==> config.mk <==
export PLATFORM = sky130hd
export DESIGN_NAME = match_run_monitor
export DESIGN_NICKNAME = d
export VERILOG_FILES = /design/src/rtl/match_run_monitor.sv
export SDC_FILE = /design/constraint.sdc
export NUM_CORES = 1
export LEC_CHECK = 0
export ABC_CLOCK_PERIOD_IN_PS = 2600
export CORE_UTILIZATION = 45
export DETAILED_ROUTE_END_ITERATION = 12
export PLACE_DENSITY_LB_ADDON = 0.3
export SETUP_SLACK_MARGIN = 0.5
export SYNTH_ARGS = -nofsm -noshare
export SYNTH_HDL_FRONTEND = slang
export SYNTH_SLANG_ARGS = --single-unit
==> constraint.sdc <==
create_clock -name clk -period 2.6 [get_ports clk]
set_input_delay 0.39 -clock clk [delete_from_list [all_inputs] [get_ports clk]]
set_output_delay 0.39 -clock clk [all_outputs]
set_load 0.005 [all_outputs]
==> src/rtl/match_run_monitor.sv <==
// Tracks match events from an upstream equal-run detector, keeping BCD/polarity event statistics and run lengths.
// All outputs registered on en-qualified edges (hex0/hex1 decoded combinationally); no backpressure, en is the only stall.
module match_run_monitor (
  input  logic       clk,
  input  logic       reset,
  input  logic       en,
  input  logic       w,
  input  logic       z,
  input  logic       clr,
  output logic       match_pulse,
  output logic [3:0] zero_evt,
  output logic [3:0] one_evt,
  output logic [7:0] evt_bcd,
  output logic       ovf,
  output logic [3:0] run_len,
  output logic [3:0] max_run,
  output logic [6:0] hex0,
  output logic [6:0] hex1
);

  typedef enum logic [1:0] {
    IDLE = 2'd0,
    RUN0 = 2'd1,
    RUN1 = 2'd2
  } state_t;

  state_t     state;
  state_t     state_nxt;
  logic       prev_w;
  logic       evt;
  logic       evt_zero;
  logic       evt_one;
  logic [3:0] run_len_nxt;
  logic [3:0] max_run_nxt;
  logic [7:0] bcd_nxt;
  logic       bcd_wrap;

  // z reflects history up to prev_w, so prev_w gives the polarity of the run z reports.
  always_comb begin
    state_nxt = state;
    evt       = 1'b0;
    case (state)
      IDLE: begin
        if (z) begin
          state_nxt = prev_w ? RUN1 : RUN0;
          evt       = 1'b1;
        end
      end
      RUN0: begin
        if (!z) begin
          state_nxt = IDLE;
        end else if (prev_w) begin
          state_nxt = RUN1;
          evt       = 1'b1;
        end
      end
      RUN1: begin
        if (!z) begin
          state_nxt = IDLE;
        end else if (!prev_w) begin
          state_nxt = RUN0;
          evt       = 1'b1;
        end
      end
      default: begin
        state_nxt = IDLE;
      end
    endcase
  end

  assign evt_zero = evt && (state_nxt == RUN0);
  assign evt_one  = evt && (state_nxt == RUN1);

  // run_len is only ever 0 straight out of reset, which marks the first sample.
  always_comb begin
    run_len_nxt = 4'd1;
    if ((run_len != 4'd0) && (w == prev_w)) begin
      run_len_nxt = (run_len == 4'd15) ? 4'd15 : run_len + 4'd1;
    end
  end

  always_comb begin
    max_run_nxt = max_run;
    if (clr) begin
      max_run_nxt = 4'd0;
    end else if (run_len_nxt > max_run) begin
      max_run_nxt = run_len_nxt;
    end
  end

  always_comb begin
    bcd_nxt  = evt_bcd;
    bcd_wrap = 1'b0;
    if (evt_bcd[3:0] == 4'd9) begin
      bcd_nxt[3:0] = 4'd0;
      if (evt_bcd[7:4] == 4'd9) begin
        bcd_nxt[7:4] = 4'd0;
        bcd_wrap     = 1'b1;
      end else begin
        bcd_nxt[7:4] = evt_bcd[7:4] + 4'd1;
      end
    end else begin
      bcd_nxt[3:0] = evt_bcd[3:0] + 4'd1;
    end
  end

  always_ff @(posedge clk or negedge reset) begin
    if (!reset) begin
      state   <= IDLE;
      prev_w  <= 1'b0;
      run_len <= 4'd0;
    end else if (en) begin
      state   <= state_nxt;
      prev_w  <= w;
      run_len <= run_len_nxt;
    end
  end

  // Unlike the other registers, the pulse drops on any edge without en.
  always_ff @(posedge clk or negedge reset) begin
    if (!reset) begin
      match_pulse <= 1'b0;
    end else begin
      match_pulse <= en & evt;
    end
  end

  always_ff @(posedge clk or negedge reset) begin
    if (!reset) begin
      zero_evt <= 4'd0;
      one_evt  <= 4'd0;
      evt_bcd  <= 8'h00;
      ovf      <= 1'b0;
      max_run  <= 4'd0;
    end else if (en) begin
      max_run <= max_run_nxt;
      if (clr) begin
        zero_evt <= 4'd0;
        one_evt  <= 4'd0;
        evt_bcd  <= 8'h00;
        ovf      <= 1'b0;
      end else if (evt) begin
        if (evt_zero && (zero_evt != 4'd15)) begin
          zero_evt <= zero_evt + 4'd1;
        end
        if (evt_one && (one_evt != 4'd15)) begin
          one_evt <= one_evt + 4'd1;
        end
        evt_bcd <= bcd_nxt;
        if (bcd_wrap) begin
          ovf <= 1'b1;
        end
      end
    end
  end

  // Active-low segments, bit order g..a; non-decimal codes blank the digit.
  function automatic logic [6:0] seg7(input logic [3:0] d);
    logic [6:0] s;
    case (d)
      4'd0:    s = 7'b1000000;
      4'd1:    s = 7'b1111001;
      4'd2:    s = 7'b0100100;
      4'd3:    s = 7'b0110000;
      4'd4:    s = 7'b0011001;
      4'd5:    s = 7'b0010010;
      4'd6:    s = 7'b0000010;
      4'd7:    s = 7'b1111000;
      4'd8:    s = 7'b0000000;
      4'd9:    s = 7'b0010000;
      default: s = 7'b1111111;
    endcase
    return s;
  endfunction

  assign hex0 = seg7(evt_bcd[3:0]);
  assign hex1 = seg7(evt_bcd[7:4]);

endmodule
* Word level (Yosys, flattened, before mapping)
Memories as Yosys holds them, arrays and structs flattened.
Cells that the tools add are included.
** Operators by class
- $lt $le $gt $ge :: 1
- Muxes and demuxes :: 33
- Add/sub/neg operators :: 5
- Equality and inequality tests :: 10
- Bitwise logic cells :: 1
- Reduce and logical (&&, ||, !) cells :: 19
** Operators with widths (count)
- 2-to-1 mux 4 bit :: 13
- adder 4 x 1 -> 4 bit (second input constant) :: 5
- 2-to-1 mux 8 bit :: 2
- == test 4 bit (second input constant) :: 3
- 2-to-1 mux 2 bit :: 6
- AND reduction 3 bit :: 4
- nonzero test 2 bit :: 6
- 2-to-1 mux 1 bit :: 10
- != test 4 bit (second input constant) :: 2
- one-hot mux 2 bit (3 select lines) :: 1
- logical AND 1 bit :: 5
- == test 2 x 1 -> 1 bit (second input constant) :: 2
- == test 2 bit (second input constant) :: 2
- > comparator 4 bit :: 1
- AND reduction 2 bit :: 2
- nonzero test 4 bit :: 1
- one-hot mux 1 bit (3 select lines) :: 1
- zero test 2 bit :: 1
- bitwise AND 1 bit :: 1
- == test 1 bit :: 1
** Word-level totals
- Register bits after elaboration :: 29
- Word-level logic and storage cells :: 81
- Bits in read-only memories :: 224
- Bits of input ports :: 6
- Output and inout port bits :: 40
- Memories :: 2
** Memory list
- (no name shown) :: depth 16, bits a word 7, read ports 1, clocked after Yosys merged registers in 0, write ports 0, RTL line 160 : case (d)
- (no name shown) :: depth 16, bits a word 7, read ports 1, clocked after Yosys merged registers in 0, write ports 0, RTL line 160

* Longest topological paths before layout
- Depth in word-level cells :: 9
- Depth in mapped cells :: 11
- Mapped depth without buffers :: 11

* Worst setup path before layout
Ideal clock, no wire load.
- Path kind :: register to register
- From :: register run_len[0]
- To :: register max_run[0]
- Clock period less this slack :: 2.582 ns
- Setup time :: 0.143 ns
- Data required time :: 2.457 ns
- Arrival time :: 2.439 ns
- Cell stages (with the launch flop) :: 12
- Path buffers :: 0
- Setup slack :: 0.018 ns
- Path through :: dfrtp_1 inv_1 ha_1 or3b_2 nand2_1 nor2_1 ha_1 nor2b_1 o21a_1 maj3_1 a2bb2oi_1 o221ai_1
** Between the ends
- Cells in the longest elaborated chain, start to end :: 6
- Elaborated cells between the ends (all ways) :: 11
- Classes of those cells :: 1 x add/sub; 1 x order compare; 1 x eq/ne; 4 x mux; 4 x reduce/logical
** RTL lines
- start: declaration :: RTL line 15 : output logic [3:0] run_len,
- start signal: assignment :: RTL line 115 : run_len <= run_len_nxt;
- adder 4 x 1 -> 4 bit, or another cell as far along :: RTL line 78 : run_len_nxt = (run_len == 4'd15) ? 4'd15 : run_len + 4'd1;
- 2-to-1 mux 4 bit / logical AND 1 bit (equally long branches) :: RTL line 78, 77
- 2-to-1 mux 4 bit (*) :: RTL line 77 : if ((run_len != 4'd0) && (w == prev_w)) begin
- named net run_len_nxt[1] :: RTL line 33 : logic [3:0] run_len_nxt;
- > comparator 4 bit (*) :: RTL line 86 : end else if (run_len_nxt > max_run) begin
- nonzero test 2 bit (no line) (*)
- AND reduction 2 bit (no line) (*)
- end signal: assignment :: RTL line 136 : max_run <= max_run_nxt;
- end: declaration :: RTL line 16 : output logic [3:0] max_run,
Mark *: on every way through the listed nets, which the timed path passes. The rest lies on a longest branch. The select of a mux whose other input is x is not followed.
A chain may end at the register's enable or synchronous reset.

* Worst setup path after layout
- From :: register run_len[1]
- To :: register max_run[0]
Same word-level chain as after synthesis.

==> impl_metrics.csv <==
group,metric,value,unit
worst_setup_path,crit_chain,"inv_2 -> ha_4 -> or3b_4 -> nand2_4 -> nor2_2 -> ha_1 -> nor2b_4 -> o21a_1 -> maj3_2 -> a2bb2oi_2 -> o221ai_1",
finish,diodes,0,
yosys,syn-instance-count,278,
sta,fin_skew,0.00472,ns
yosys,synth-async-reset-ratio,100,%
power_and_ir_drop,comb_power_share,60.6,%
grt,grt_pass1_vias,2199,
sta,rsz0062_at_grt,"yes",
sta,slew_viol_final,0,
finish,syn2layout_area_growth,42.4,%
yosys,avgSynthCellArea,8.45,um2
yosys,synth_top_family_by_area,"compound AO/OA/AOI/OAI gates",
clocking,cts_root_buf,"clkbuf_8",
yosys,mappedNetlistNets,304,
floorplan,fp.coreArea,4880,um2
worst_setup_path,crit_path_start_kind,"flip-flop",
job,max_cap_viol_count,0,
clocking,insertion_delay,0.27,ns
clocking,holdBufCountCts,0,
yosys,yosys.area_share.adder,11.6,%
yosys,synth_area_leaders,"dfrtp_1 (31%), ha_1 (11%), o21ai_0 (4.5%), nand2_1 (4.3%), a21oi_1 (3.8%)",
yosys,synth_flop_cell,"dfrtp_1",
status,status,"complete, no violations",
clocking,htree_levels,2,
yosys,synth_area,2350,um2
worst_setup_path,critPathSlowestCell,"or3b_4",
yosys,synth_edf_count,0,
yosys,synth-simple-area-share,20.8,%
worst_setup_path,max_stage_delay,0.40,ns
sta,setup_violations,0,
routing,first_iter_violations,163,
clocking,cts_sinks,29,
sta,timing.slew.headroom,56.0,%
placed_design,placed_cells,386,
floorplan,die_x,74.3,um
worst_setup_path,crit_buf_inv,1,
sta,timing.final.crit_period,2.43,ns
finish,drive_above_1_share,28.6,%
placed_design,numPortBuffers,45,
yosys,synth_xor_area_share,1.44,%
yosys,yosys_warnings,0,
sta,worstMarginPinSlew,0.652,ns
power_and_ir_drop,switchingPower,1.06,mW
grt,grt_pass1_wl,10.2,mm
yosys,synth-compound-area-share,25.7,%
yosys,yosys.cell_count.top_type,"dfrtp_1",
sta,max_clock_freq,411,MHz
yosys,yosysSeqAreaShare,30.9,%
routing,drtAntennaViolNets,0,
power_and_ir_drop,ir_drop,0.420,mV
floorplan,die_height,74.3,um
min_path,min_path_type,"in -> async",
yosys,synthTopCellsByCount,"dfrtp_1 (29), nand2_1 (27), o21ai_0 (21)",
routing,first_pass_iters,4,
yosys,synth_top_area_cell,"dfrtp_1",
sta,period_share,93.6,%
floorplan,start_util,48.2,%
clocking,cts.clk_slew.worst_paths,0.06,ns
routing,drc,0,
power_and_ir_drop,clockPowerShare,13.4,%
finish,finish.net_count,368,
floorplan,dieArea,5510,um2
power_and_ir_drop,pwr_density_cell,780,nW/um2
worst_setup_path,criticalPathCategory,"reg -> reg",
worst_setup_path,worst-path-max-fanout,3,
placed_design,dpl.hpwl,4.15,mm
grt,grtUsageTotal,24.2,%
routing,vias,2348,
clocking,max-clock-path-buffers,2,
routing,routed_wl,6.31,mm
power_and_ir_drop,power,2.61,mW
yosys,synth_seq_cells,29,
sta,hold_violations,0,
routing,drt-wirelength-per-cell,15.4,um
sta,setup_ws,0.166,ns
worst_setup_path,cp.depth,11,
clocking,cts_tree,"done",
yosys,synthDistinctLibCells,59,
worst_setup_path,path_delay_family,"adder cells",
placed_design,pre_cts_ws,-0.133,ns
grt,grt_max_degree,30,
floorplan,rows,25,
power_and_ir_drop,seqPwrFrac,26.0,%
grt,grt-ovfl-total,0,
worst_setup_path,critPathRequiredTime,2.74,ns
yosys,muxShareOfSynthArea,3.99,%
power_and_ir_drop,leakage,1.46,nW
power_and_ir_drop,p_int,1.55,mW
worst_setup_path,endpoint_kind,"flip-flop",
worst_setup_path,cp_data_arrival_time,2.58,ns
worst_setup_path,reg2regPathDepth,11,
placed_design,globalplace.congestion,0.917,
routing,routed_via_density,5.73,
clocking,cts_inserted_buffers,5,
yosys,yosys.area.top_type_share,30.9,%
sta,tns,0,ns
finish,stdcell_count,410,
grt,antenna_found_initial,0,
floorplan,ioPinCount,46,
power_and_ir_drop,swShare,40.6,%
## power by group through the flow
stage                     sequential, mW  combinational [mW]  clock, mW
after floorplan                    0.661               0.797          0
after global placement             0.679                1.25          0
after detailed placement           0.684                1.27          0
after CTS                          0.662                1.44      0.366
after global routing               0.694                1.74      0.384
final                              0.679                1.58      0.350
## repair_timing
item                                    4_1_cts  5_1_grt
pin swaps                                     7       18
endpoints found under the setup margin       24       31
resized for setup                            39       38
setup buffers                                12        4
## final cells by class
class	count	area, um2
Clock buffer	8	80.1
Timing Repair Buffer	70	637
Fill cell	411	1530
Inverter	20	82.6
Multi-Input combinational cell	216	1720
Tap cell	67	83.8
Sequential cell	29	738
## kinds of logic after synthesis
kind of cell	count (synthesis)
xor+xnor	3
buf+inv	33
flops	29
fa+ha+maj	22
mux	9
compound gates	85
simple gates	97
## routing by layer
metal	vias to the layer above	GRT usage, %	part of all wire [%]
li1	1143	-	-
met1	1118	29.8	44
met2	79	40.5	49
met3	8	6.10	5.4
met4	0	9.85	1.8
met5	-	0	0
## path summary, 6_finish.rpt
check / from / end / slack (ns)
worst min-delay path: reset / one_evt[3] / 0.50
max in group asynchronous: reset / state[1] / 1.79
worst max register to register: run_len[1] / max_run[0] / 0.17
worst max-delay path: run_len[1] / max_run[0] / 0.17
min in group clk: ovf / ovf / 0.54
worst min register to register: ovf / ovf / 0.54
## layout by cell type, fill, tap and decap left out, types with 4 or more instances in the layout
master	instances
o21ai_0	18
buf_4	24
clkdlybuf4s50_1	32
ha_2	4
ha_4	6
ha_1	10
or2_2	4
mux2i_1	6
inv_1	11
dfrtp_1	19
a21oi_1	14
nand2_1	26
nor2_1	18
clkbuf_8	5
nor3_1	7
a21oi_2	4
dlygate4sd2_1	8
a31oi_1	4
nand3_1	7
dlymetal6s2s_1	4
dfrtp_2	10
inv_2	5
nand2b_1	11
## sequential cells by signal, indices dropped and copies added, names as in the netlist
name,flops
evt_bcd,8
max_run,4
one_evt,4
run_len,4
zero_evt,4
state,2
match_pulse,1
ovf,1
prev_w,1
## worst reg2reg max path: cells and delay by family (launching register included)
| kind | cells | cell delay, ns |
|---|---|---|
| compound gates | 3 | 0.43 |
| flops | 1 | 0.39 |
| simple gates | 4 | 0.63 |
| fa+ha+maj | 3 | 0.76 |
| buf+inv | 1 | 0.08 |
## per-stage QoR
step / hold WS, ns / util, % / area, um2
6_report: 0.503 / 68.6 / 3350
5_1_grt: 0.536 / 68.6 / 3350
4_1_cts: 0.508 / 65.1 / 3180
3_5_place_dp: 0.525 / 59.8 / 2920
3_3_place_gp: 0.523 / 59.8 / 2920
2_1_floorplan: 0.0944 / - / 2380
No activity file was read; power rests on OpenSTA's default activity.
